--- config.mk ---
export PLATFORM = sky130hd
export DESIGN_NAME = select_clock_param_flat
export DESIGN_NICKNAME = d
export VERILOG_FILES = /design/src/rtl/select_clock_param_if.sv /design/src/rtl/select_clock_param.sv /design/src/flat_wrapper.sv
export SDC_FILE = /design/constraint.sdc
export NUM_CORES = 1
export LEC_CHECK = 0
export ABC_AREA = 1
export BUFFER_PORTS_ARGS = -buffer_cell sky130_fd_sc_hd__buf_2
export CAP_MARGIN = 20
export CORE_MARGIN = 2
export CORE_UTILIZATION = 52
export CTS_CLUSTER_DIAMETER = 60
export CTS_CLUSTER_SIZE = 24
export DETAILED_ROUTE_END_ITERATION = 16
export PLACE_DENSITY_LB_ADDON = 0.05
export SKIP_LAST_GASP = 1
export SLEW_MARGIN = 10
export SYNTH_ARGS = -nofsm -noshare
export SYNTH_HDL_FRONTEND = slang
export SYNTH_SLANG_ARGS = --single-unit
--- constraint.sdc ---
create_clock -name clk -period 1.55 [get_ports clk]
set_input_delay 0.155 -clock clk [delete_from_list [all_inputs] [get_ports clk]]
set_output_delay 0.155 -clock clk [all_outputs]
set_load 0.01 [all_outputs]
--- src/rtl/select_clock_param_if.sv ---
// Control/status bundle of the timer prescaler.
//   en          : prescaler run enable            (master -> slave)
//   clr         : synchronous prescaler clear     (master -> slave)
//   cks         : requested divider select        (master -> slave)
//   int_clk     : one-cycle count-enable pulse    (slave -> master)
//   int_clk_lvl : ~50% square wave at clk/D       (slave -> master)
//   sel_pend    : requested select not yet active (slave -> master)
//   presc_cnt   : current prescale count          (slave -> master)
interface select_clock_param_if #(
  parameter int unsigned CKS_W = 2,
  parameter int unsigned BASE  = 1
);
  localparam int unsigned CNT_W = BASE + (32'd1 << CKS_W) - 1;

  logic             en;
  logic             clr;
  logic [CKS_W-1:0] cks;
  logic             int_clk;
  logic             int_clk_lvl;
  logic             sel_pend;
  logic [CNT_W-1:0] presc_cnt;

  modport master (
    output en, clr, cks,
    input  int_clk, int_clk_lvl, sel_pend, presc_cnt
  );

  modport slave (
    input  en, clr, cks,
    output int_clk, int_clk_lvl, sel_pend, presc_cnt
  );
endinterface

--- src/rtl/select_clock_param.sv ---
// Parametrised prescaler and glitch-free clock-enable selector.
// Produces a one-cycle int_clk pulse every 2^(BASE+sel) clocks; a new divider
// select is adopted only on a period boundary or while the prescaler is idle.
//   clk      : system clock, rising edge
//   preset_n : asynchronous active-low reset
//   bus      : slave side of select_clock_param_if (en/clr/cks in, status out)
module select_clock_param #(
  parameter int unsigned CKS_W = 2,
  parameter int unsigned BASE  = 1
) (
  input  logic                 clk,
  input  logic                 preset_n,
  select_clock_param_if.slave  bus
);
  localparam int unsigned CNT_W = BASE + (32'd1 << CKS_W) - 1;

  // Low-order ones covering one period of the given select.
  function automatic logic [CNT_W-1:0] mask_of(input logic [CKS_W-1:0] s);
    logic [31:0] m;
    m = (32'd1 << (BASE + 32'(s))) - 32'd1;
    return m[CNT_W-1:0];
  endfunction

  // Top bit of the period mask: high during the second half of a period.
  function automatic logic [CNT_W-1:0] half_of(input logic [CKS_W-1:0] s);
    logic [CNT_W-1:0] m;
    m = mask_of(s);
    return m ^ (m >> 1);
  endfunction

  logic [CNT_W-1:0] r_cnt;
  logic [CKS_W-1:0] r_req_sel;
  logic [CKS_W-1:0] r_act_sel;
  logic             r_int_clk;
  logic             r_int_clk_lvl;
  logic             r_sel_pend;

  logic [CNT_W-1:0] w_mask;
  logic             w_tick;
  logic [CNT_W-1:0] w_cnt_nxt;
  logic [CKS_W-1:0] w_act_nxt;
  logic             w_int_nxt;
  logic             w_lvl_nxt;
  logic             w_pend_nxt;

  assign w_mask = mask_of(r_act_sel);
  assign w_tick = bus.en & ((r_cnt & w_mask) == w_mask);

  // Next-state: clear > stopped > boundary > plain count.
  always_comb begin
    w_cnt_nxt = r_cnt;
    w_act_nxt = r_act_sel;
    w_int_nxt = 1'b0;
    w_lvl_nxt = r_int_clk_lvl;
    if (bus.clr) begin
      w_cnt_nxt = '0;
      w_lvl_nxt = 1'b0;
      w_act_nxt = r_req_sel;
    end else if (!bus.en) begin
      // Idle prescaler: no period in flight, so switching cannot glitch.
      w_act_nxt = r_req_sel;
    end else begin
      if (w_tick) begin
        w_int_nxt = 1'b1;
        if (r_req_sel != r_act_sel) begin
          // Restart from zero so the first new period is a full one.
          w_act_nxt = r_req_sel;
          w_cnt_nxt = '0;
        end else begin
          w_cnt_nxt = r_cnt + CNT_W'(1);
        end
      end else begin
        w_cnt_nxt = r_cnt + CNT_W'(1);
      end
      w_lvl_nxt = |(w_cnt_nxt & half_of(w_act_nxt));
    end
    // cks is what req_sel becomes on this edge.
    w_pend_nxt = (bus.cks != w_act_nxt);
  end

  // State and output registers.
  always_ff @(posedge clk or negedge preset_n) begin
    if (!preset_n) begin
      r_cnt         <= '0;
      r_req_sel     <= '0;
      r_act_sel     <= '0;
      r_int_clk     <= 1'b0;
      r_int_clk_lvl <= 1'b0;
      r_sel_pend    <= 1'b0;
    end else begin
      r_cnt         <= w_cnt_nxt;
      r_req_sel     <= bus.cks;
      r_act_sel     <= w_act_nxt;
      r_int_clk     <= w_int_nxt;
      r_int_clk_lvl <= w_lvl_nxt;
      r_sel_pend    <= w_pend_nxt;
    end
  end

  assign bus.int_clk     = r_int_clk;
  assign bus.int_clk_lvl = r_int_clk_lvl;
  assign bus.sel_pend    = r_sel_pend;
  assign bus.presc_cnt   = r_cnt;
endmodule
--- src/flat_wrapper.sv ---
// flat-port wrapper written by rule: the top's interface ports become plain ports
module select_clock_param_flat 
#(
  parameter int unsigned CKS_W = 2,
  parameter int unsigned BASE  = 1
)
  (clk, preset_n, bus_en, bus_clr, bus_cks, bus_int_clk, bus_int_clk_lvl, bus_sel_pend, bus_presc_cnt);
  select_clock_param_if #(.CKS_W(CKS_W), .BASE(BASE)) bus_i ();
  input  logic clk;
  input  logic preset_n;
  input wire logic [$bits(bus_i.en)-1:0] bus_en;
  input wire logic [$bits(bus_i.clr)-1:0] bus_clr;
  input wire logic [$bits(bus_i.cks)-1:0] bus_cks;
  output wire logic [$bits(bus_i.int_clk)-1:0] bus_int_clk;
  output wire logic [$bits(bus_i.int_clk_lvl)-1:0] bus_int_clk_lvl;
  output wire logic [$bits(bus_i.sel_pend)-1:0] bus_sel_pend;
  output wire logic [$bits(bus_i.presc_cnt)-1:0] bus_presc_cnt;
  assign bus_i.en = bus_en;
  assign bus_i.clr = bus_clr;
  assign bus_i.cks = bus_cks;
  assign bus_int_clk = bus_i.int_clk;
  assign bus_int_clk_lvl = bus_i.int_clk_lvl;
  assign bus_sel_pend = bus_i.sel_pend;
  assign bus_presc_cnt = bus_i.presc_cnt;
  select_clock_param #(.CKS_W(CKS_W), .BASE(BASE)) u_core (.clk(clk), .preset_n(preset_n), .bus(bus_i));
endmodule
== Yosys cells after proc, flatten, opt, wreduce, memory -nomap -nowiden ==
Cells that the tools add are included.

* Bits in registers: 11
* Latch bits: 0
* Bits in writable memories: 0
* Memory bits (read-only): 0
* Logic and storage cells: 39
* Memories kept: 0

* Add/subtract/negate cells: 5
* Multipliers: 0
* Div/mod/pow operators: 0
* Order comparisons: 0
* Equality and inequality tests: 3
* Shift operators: 2
* Multiplexer cells: 17
* Bitwise gates (word level): 4
* Reductions and logical operators: 2

{| class="wikitable"
|+ Operators with widths
! cell !! count
|-
| 1-bit by 32-bit left shift with 4-bit output, first input constant || 2
|-
| 4-bit 2-to-1 mux || 6
|-
| 2-bit 2-to-1 mux || 6
|-
| 4-bit AND || 2
|-
| 4-bit by 1-bit subtractor with 4-bit output, second input constant || 2
|-
| 1-bit by 2-bit adder with 3-bit output, first input constant || 2
|-
| 1-bit 2-to-1 mux || 5
|-
| 4-bit by 1-bit adder with 4-bit output, second input constant || 1
|-
| 4-bit equality test || 1
|-
| 2-bit inequality test || 2
|-
| 4-bit OR reduction || 1
|-
| 4-bit by 3-bit XOR with 4-bit output || 1
|-
| 2-bit nonzero test || 1
|-
| 1-bit AND || 1
|}

== Logic depth before layout (Yosys ltp) ==
* Depth after elaboration: 17
* Depth in mapped cells: 12

== Worst setup path before layout ==
No wires, ideal clock.

* Path kind: flip-flop to flip-flop
* Start point: reg u_core.r_cnt[0] (netlist: u_core.bus.presc_cnt[0])
* End point: reg u_core.r_int_clk_lvl (netlist: u_core.bus.int_clk_lvl)
* Library setup time: 0.117 ns
* Arrival: 1.185 ns
* Required time: 1.433 ns
* Setup slack: 0.248 ns
* Stages on the path, launching flop included: 10
* Path buffers: 0
* Cells stage by stage: dfrtp_1 -> ha_1 -> xnor2_1 -> nor2_1 -> nand2_1 -> nand2_1 -> nand2_1 -> nand3_1 -> nand3_1 -> nand2_1

* Cells in the longest elaborated chain, start to end: 14
* Elaborated cells on any way between the ends: 19

{| class="wikitable"
|+ Ends and longest elaborated chain
! element !! RTL line !! source
|-
| start, declared || select_clock_param.sv:31 || <nowiki>logic [CNT_W-1:0] r_cnt;</nowiki>
|-
| start signal, assigned || select_clock_param.sv:91 || <nowiki>r_cnt <= w_cnt_nxt;</nowiki>
|-
| 4-bit AND || select_clock_param.sv:47 || <nowiki>assign w_tick = bus.en & ((r_cnt & w_mask) == w_mask);</nowiki>
|-
| 4-bit equality test || select_clock_param.sv:47 ||
|-
| 1-bit AND || select_clock_param.sv:47 ||
|-
| 2-bit 2-to-1 mux || select_clock_param.sv:63 || <nowiki>if (w_tick) begin</nowiki>
|-
| 2-bit 2-to-1 mux || select_clock_param.sv:59 || <nowiki>end else if (!bus.en) begin</nowiki>
|-
| 2-bit 2-to-1 mux || select_clock_param.sv:55 || <nowiki>if (bus.clr) begin</nowiki>
|-
| 1-bit by 2-bit adder with 3-bit output || select_clock_param.sv:20 || <nowiki>m = (32'd1 << (BASE + 32'(s))) - 32'd1;</nowiki>
|-
| 1-bit by 32-bit left shift with 4-bit output || select_clock_param.sv:20 ||
|-
| 4-bit by 1-bit subtractor with 4-bit output || select_clock_param.sv:20 ||
|-
| 4-bit by 3-bit XOR with 4-bit output || select_clock_param.sv:28 || <nowiki>return m ^ (m >> 1);</nowiki>
|-
| 4-bit AND * || select_clock_param.sv:75 || <nowiki>w_lvl_nxt = |(w_cnt_nxt & half_of(w_act_nxt));</nowiki>
|-
| 4-bit OR reduction * || select_clock_param.sv:75 ||
|-
| 1-bit 2-to-1 mux * || select_clock_param.sv:59 ||
|-
| 1-bit 2-to-1 mux * || select_clock_param.sv:55 ||
|-
| end signal, assigned || select_clock_param.sv:95 || <nowiki>r_int_clk_lvl <= w_lvl_nxt;</nowiki>
|-
| end, declared || select_clock_param.sv:35 || <nowiki>logic r_int_clk_lvl;</nowiki>
|}

Mark *: on every way between the ends. The rest lies on a longest branch, timed or not. The select of a mux whose other input is x is not followed.
A chain may end at the register's enable or synchronous reset.

== Worst setup path after layout ==
Ends and elaborated chain as after synthesis.

==> summary.md <==
| Metric | Value |
|---|---|
| Run status | `finished clean` |
| Cells after synthesis | `106` |
| Net Count, Synth | `113` |
| TritonCTS Buffers | `3` |
| Critical Path End Type | `flip-flop` |
| Routed length per instance | `11.7 um` |
| FF+latch count, synth | `11` |
| Maximum clock path buffer count | `2` |
| Final RePlAce weighted congestion | `0.906` |
| Crit path launch type | `flip-flop` |
| CTS tree | `done` |
| Final min period | `1.46 ns` |
| Clk sinks | `11` |
| Slowest-stage cell, CP | `dfrtp_1` |
| Setup Viol. Count Final | `0` |
| Worst setup endpoint | `u_core.bus.int_clk_lvl` |
| Max-Cap Viols | `0` |
| Area growth syn-to-layout | `19.3%` |
| XOR/XNOR share of the synthesized area | `2.41%` |
| Fmax | `686 MHz` |
| Clk slew on worst S/H paths | `roughly 0.08 ns` |
| CP delay by family, top | `flip-flops` |
| CP peak stage delay | `0.43 ns` |
| Clock latency on the worst-skew pair | `0.28 ns` |
| Worst r2r dst | `u_core.bus.int_clk_lvl` |
| Critical Path, Cell by Cell | `ha_1, xnor2_2, inv_1, nand2_1, nand2_1, nand2_1, nand3_1, nand3_1, nand2_1` |
| Critical R2R Launch | `u_core.bus.presc_cnt[0]` |
| Total of warnings raised by yosys | `0` |
| Vias in the first global route | `676` |
| Share of layout cells above drive strength 1 | `a little over a quarter` |
| Buf/Inv on CP | `1` |
| Critical path class | `reg2reg` |
| DPL Wire Length | `about 1300 um` |
| Worst Hold Depth | `1` |
| GRT Total Usage | `25.1%` |
| First-pass GRT wire length | `2690 um` |
| # rows | `13` |
| CP Launch Point | `u_core.bus.presc_cnt[0]` |
| Die X | `41.4 um` |
| Synth unique cells | `17` |
| Initial Util | `55.9%` |
| Die H | `41.4 um` |
| Via Count | `711` |
| DR iter-0 viols | `24` |
| Period utilization | `between 90% and 100%` |
| R2R Setup Slk | `between 0.09 and 0.1 ns` |
| Worst Path Max Fanout | `5` |
| Pwr dens | `783 mW/mm^2` |
| Ant diodes | `0` |
| Hold Vio Cnt, Final | `0` |
| Slew HR | `82.9%` |
| Most common cell after layout, fill and taps aside | `nand2_1` |
| TNS Setup | `0 ns` |
| Post-CTS setup buffers | `0` |
| Leakage | `0.506 nW` |
| I/O pin total | `13` |
| Combinational family with the most area after synthesis | `simple AND/OR/NAND/NOR gates` |
| Die ar. | `between 0.0015 and 0.002 mm^2` |
| Core area | `about 0.0013 mm^2` |
| Vias per cell | `5.12` |
| DRC viols | `0` |
| Adder-cell area share of the yosys netlist | `under 10%` |
| Slew @ Worst Pin | `0.257 ns` |
| Sequential share of the synthesized area | `37.9%` |
| Pin count of the biggest net entering global routing | `12` |
| Simple-gate portion of the synthesized area | `~44%` |
| Pre-Repair DR Iteration Count | `4` |
| Dpl cell area | `806 um^2` |
| Routed Antenna Nets | `0` |
| PortBufs | `12` |
| Fin area | `between 800 and 900 um^2` |
| Crit. path cell count | `9` |
| Critical Path AT | `~1.6 ns` |
| Compound-gate portion of the synthesized area | `3.61%` |
| H-tree level count | `1` |
| Layout net count | `132` |
| Grt ovf | `0` |
| Mux cell area share after synthesis | `0%` |
| Most frequent cells in the layout | `nand2_1 (38), inv_1 (19), nand3_1 (12), buf_2 (12), dfrtp_1 (8)` |
| Hold Crit Class | `in2reg` |
| WP data required | `1.71 ns` |
| CP dominant cell by count | `nand2_1` |
| Max Slew Vio Count | `0` |
| Skew final | `roughly 0.016 ns` |
| R2R cell count | `9` |
| Mapped Area | `727 um^2` |
| Clock root cell | `clkbuf_4` |
| Routed Wire Length | `between 1500 and 2000 um` |
| Mean area per synthesized cell | `approximately 6.9 um^2` |
| IR drop worst, VDD | `around 510 uV` |
| Initial antenna violation count | `0` |
==> worst min-delay path by stage <==
stage,start,slack [ns],to
after detailed placement,preset_n,0.04,u_core.bus.presc_cnt[1]
after global routing,bus_cks[1],0.007,u_core.r_req_sel[1]
after CTS,bus_cks[0],0.003,u_core.r_req_sel[0]
after floorplan,preset_n,-0.14,u_core.bus.int_clk
final,bus_cks[1],0.02,u_core.r_req_sel[1]
after global placement,preset_n,0.04,u_core.bus.presc_cnt[1]
==> worst reg2reg max path, stage by stage, from the launching register on <==
cell and delay (ns):
dfrtp_1 0.43, ha_1 0.24, xnor2_2 0.18, inv_1 0.06, nand2_1 0.08, nand2_1 0.09, nand2_1 0.08, nand3_1 0.07
nand3_1 0.07, nand2_1 0.04
==> power by group <==
group          leakage [nW]  total [mW]  internal [mW]  switching [mW]
sequential            0.135       0.325          0.305          0.0207
clock                0.0177       0.201         0.0957           0.105
combinational         0.353       0.152         0.0567          0.0954
==> cell families after synthesis <==
| kind of cell | after synthesis |
|---|---|
| xor gates and xnor gates | 2 |
| AOI/OAI and AO/OA | 5 |
| and+or+nand+nor | 67 |
| buffers and inverters | 20 |
| DFF | 11 |
| adders and majority gates | 1 |
==> state kept, by name, summed over array words and instances, names as in the netlist <==
register	cells
u_core.bus.int_clk	1
u_core.bus.presc_cnt	4
u_core.bus.int_clk_lvl	1
u_core.bus.sel_pend	1
u_core.r_req_sel	2
u_core.r_act_sel	2
==> synth_stat cells <==
library cell	number	area, um^2
dfrtp_1	11	275
ha_1	1	12.5
inv_1	19	71.3
inv_2	1	3.75
nand2_1	38	143
nand2_2	7	43.8
nand2_4	1	11.3
nand3_1	12	60.1
nor2_1	5	18.8
nor2_2	2	12.5
nor2_4	1	11.3
nor2_8	1	20.0
o21ai_0	3	15.0
o21ai_1	1	5.00
o22ai_1	1	6.26
xnor2_1	1	8.76
xor2_1	1	8.76
==> metal layers <==
layer / routed length, um / vias up / global-route usage, %
met2: 828 / 31 / 44.5
met5: 0 / - / 0
li1: - / 356 / -
met1: 651 / 317 / 27.2
met4: 35 / 0 / 14.5
met3: 117 / 7 / 5.32
==> layout make-up <==
cell class,instances,area (um^2)
fill,123,434
multi-input combinational,75,387
sequential,11,279
timing repair buffer,14,80.1
inverter,20,75.1
clock buffer,3,22.5
tap,15,18.8
clock inverter,1,5.00
==> through the flow <==
stage | utilization, % | hold slack [ns] | power, mW | instances | setup WS (ns)
2_1_floorplan | - | -0.141 | 0.426 | 106 | 0.248
3_3_place_gp | 61.9 | 0.0394 | 0.472 | 133 | 0.120
3_5_place_dp | 61.9 | 0.0393 | 0.475 | 133 | 0.0986
4_1_cts | 64.8 | 0.00273 | 0.675 | 138 | 0.0745
5_1_grt | 66.6 | 0.00657 | 0.724 | 139 | -0.00178
6_report | 66.6 | 0.0151 | 0.678 | 139 | 0.0931
==> timing repair <==
item,CTS,global route
hold buffers,1,1
hold endpoints to repair,11,1
resized for setup,0,5
endpoints found under the setup margin,0,2
No activity file was read; power rests on OpenSTA's default activity.
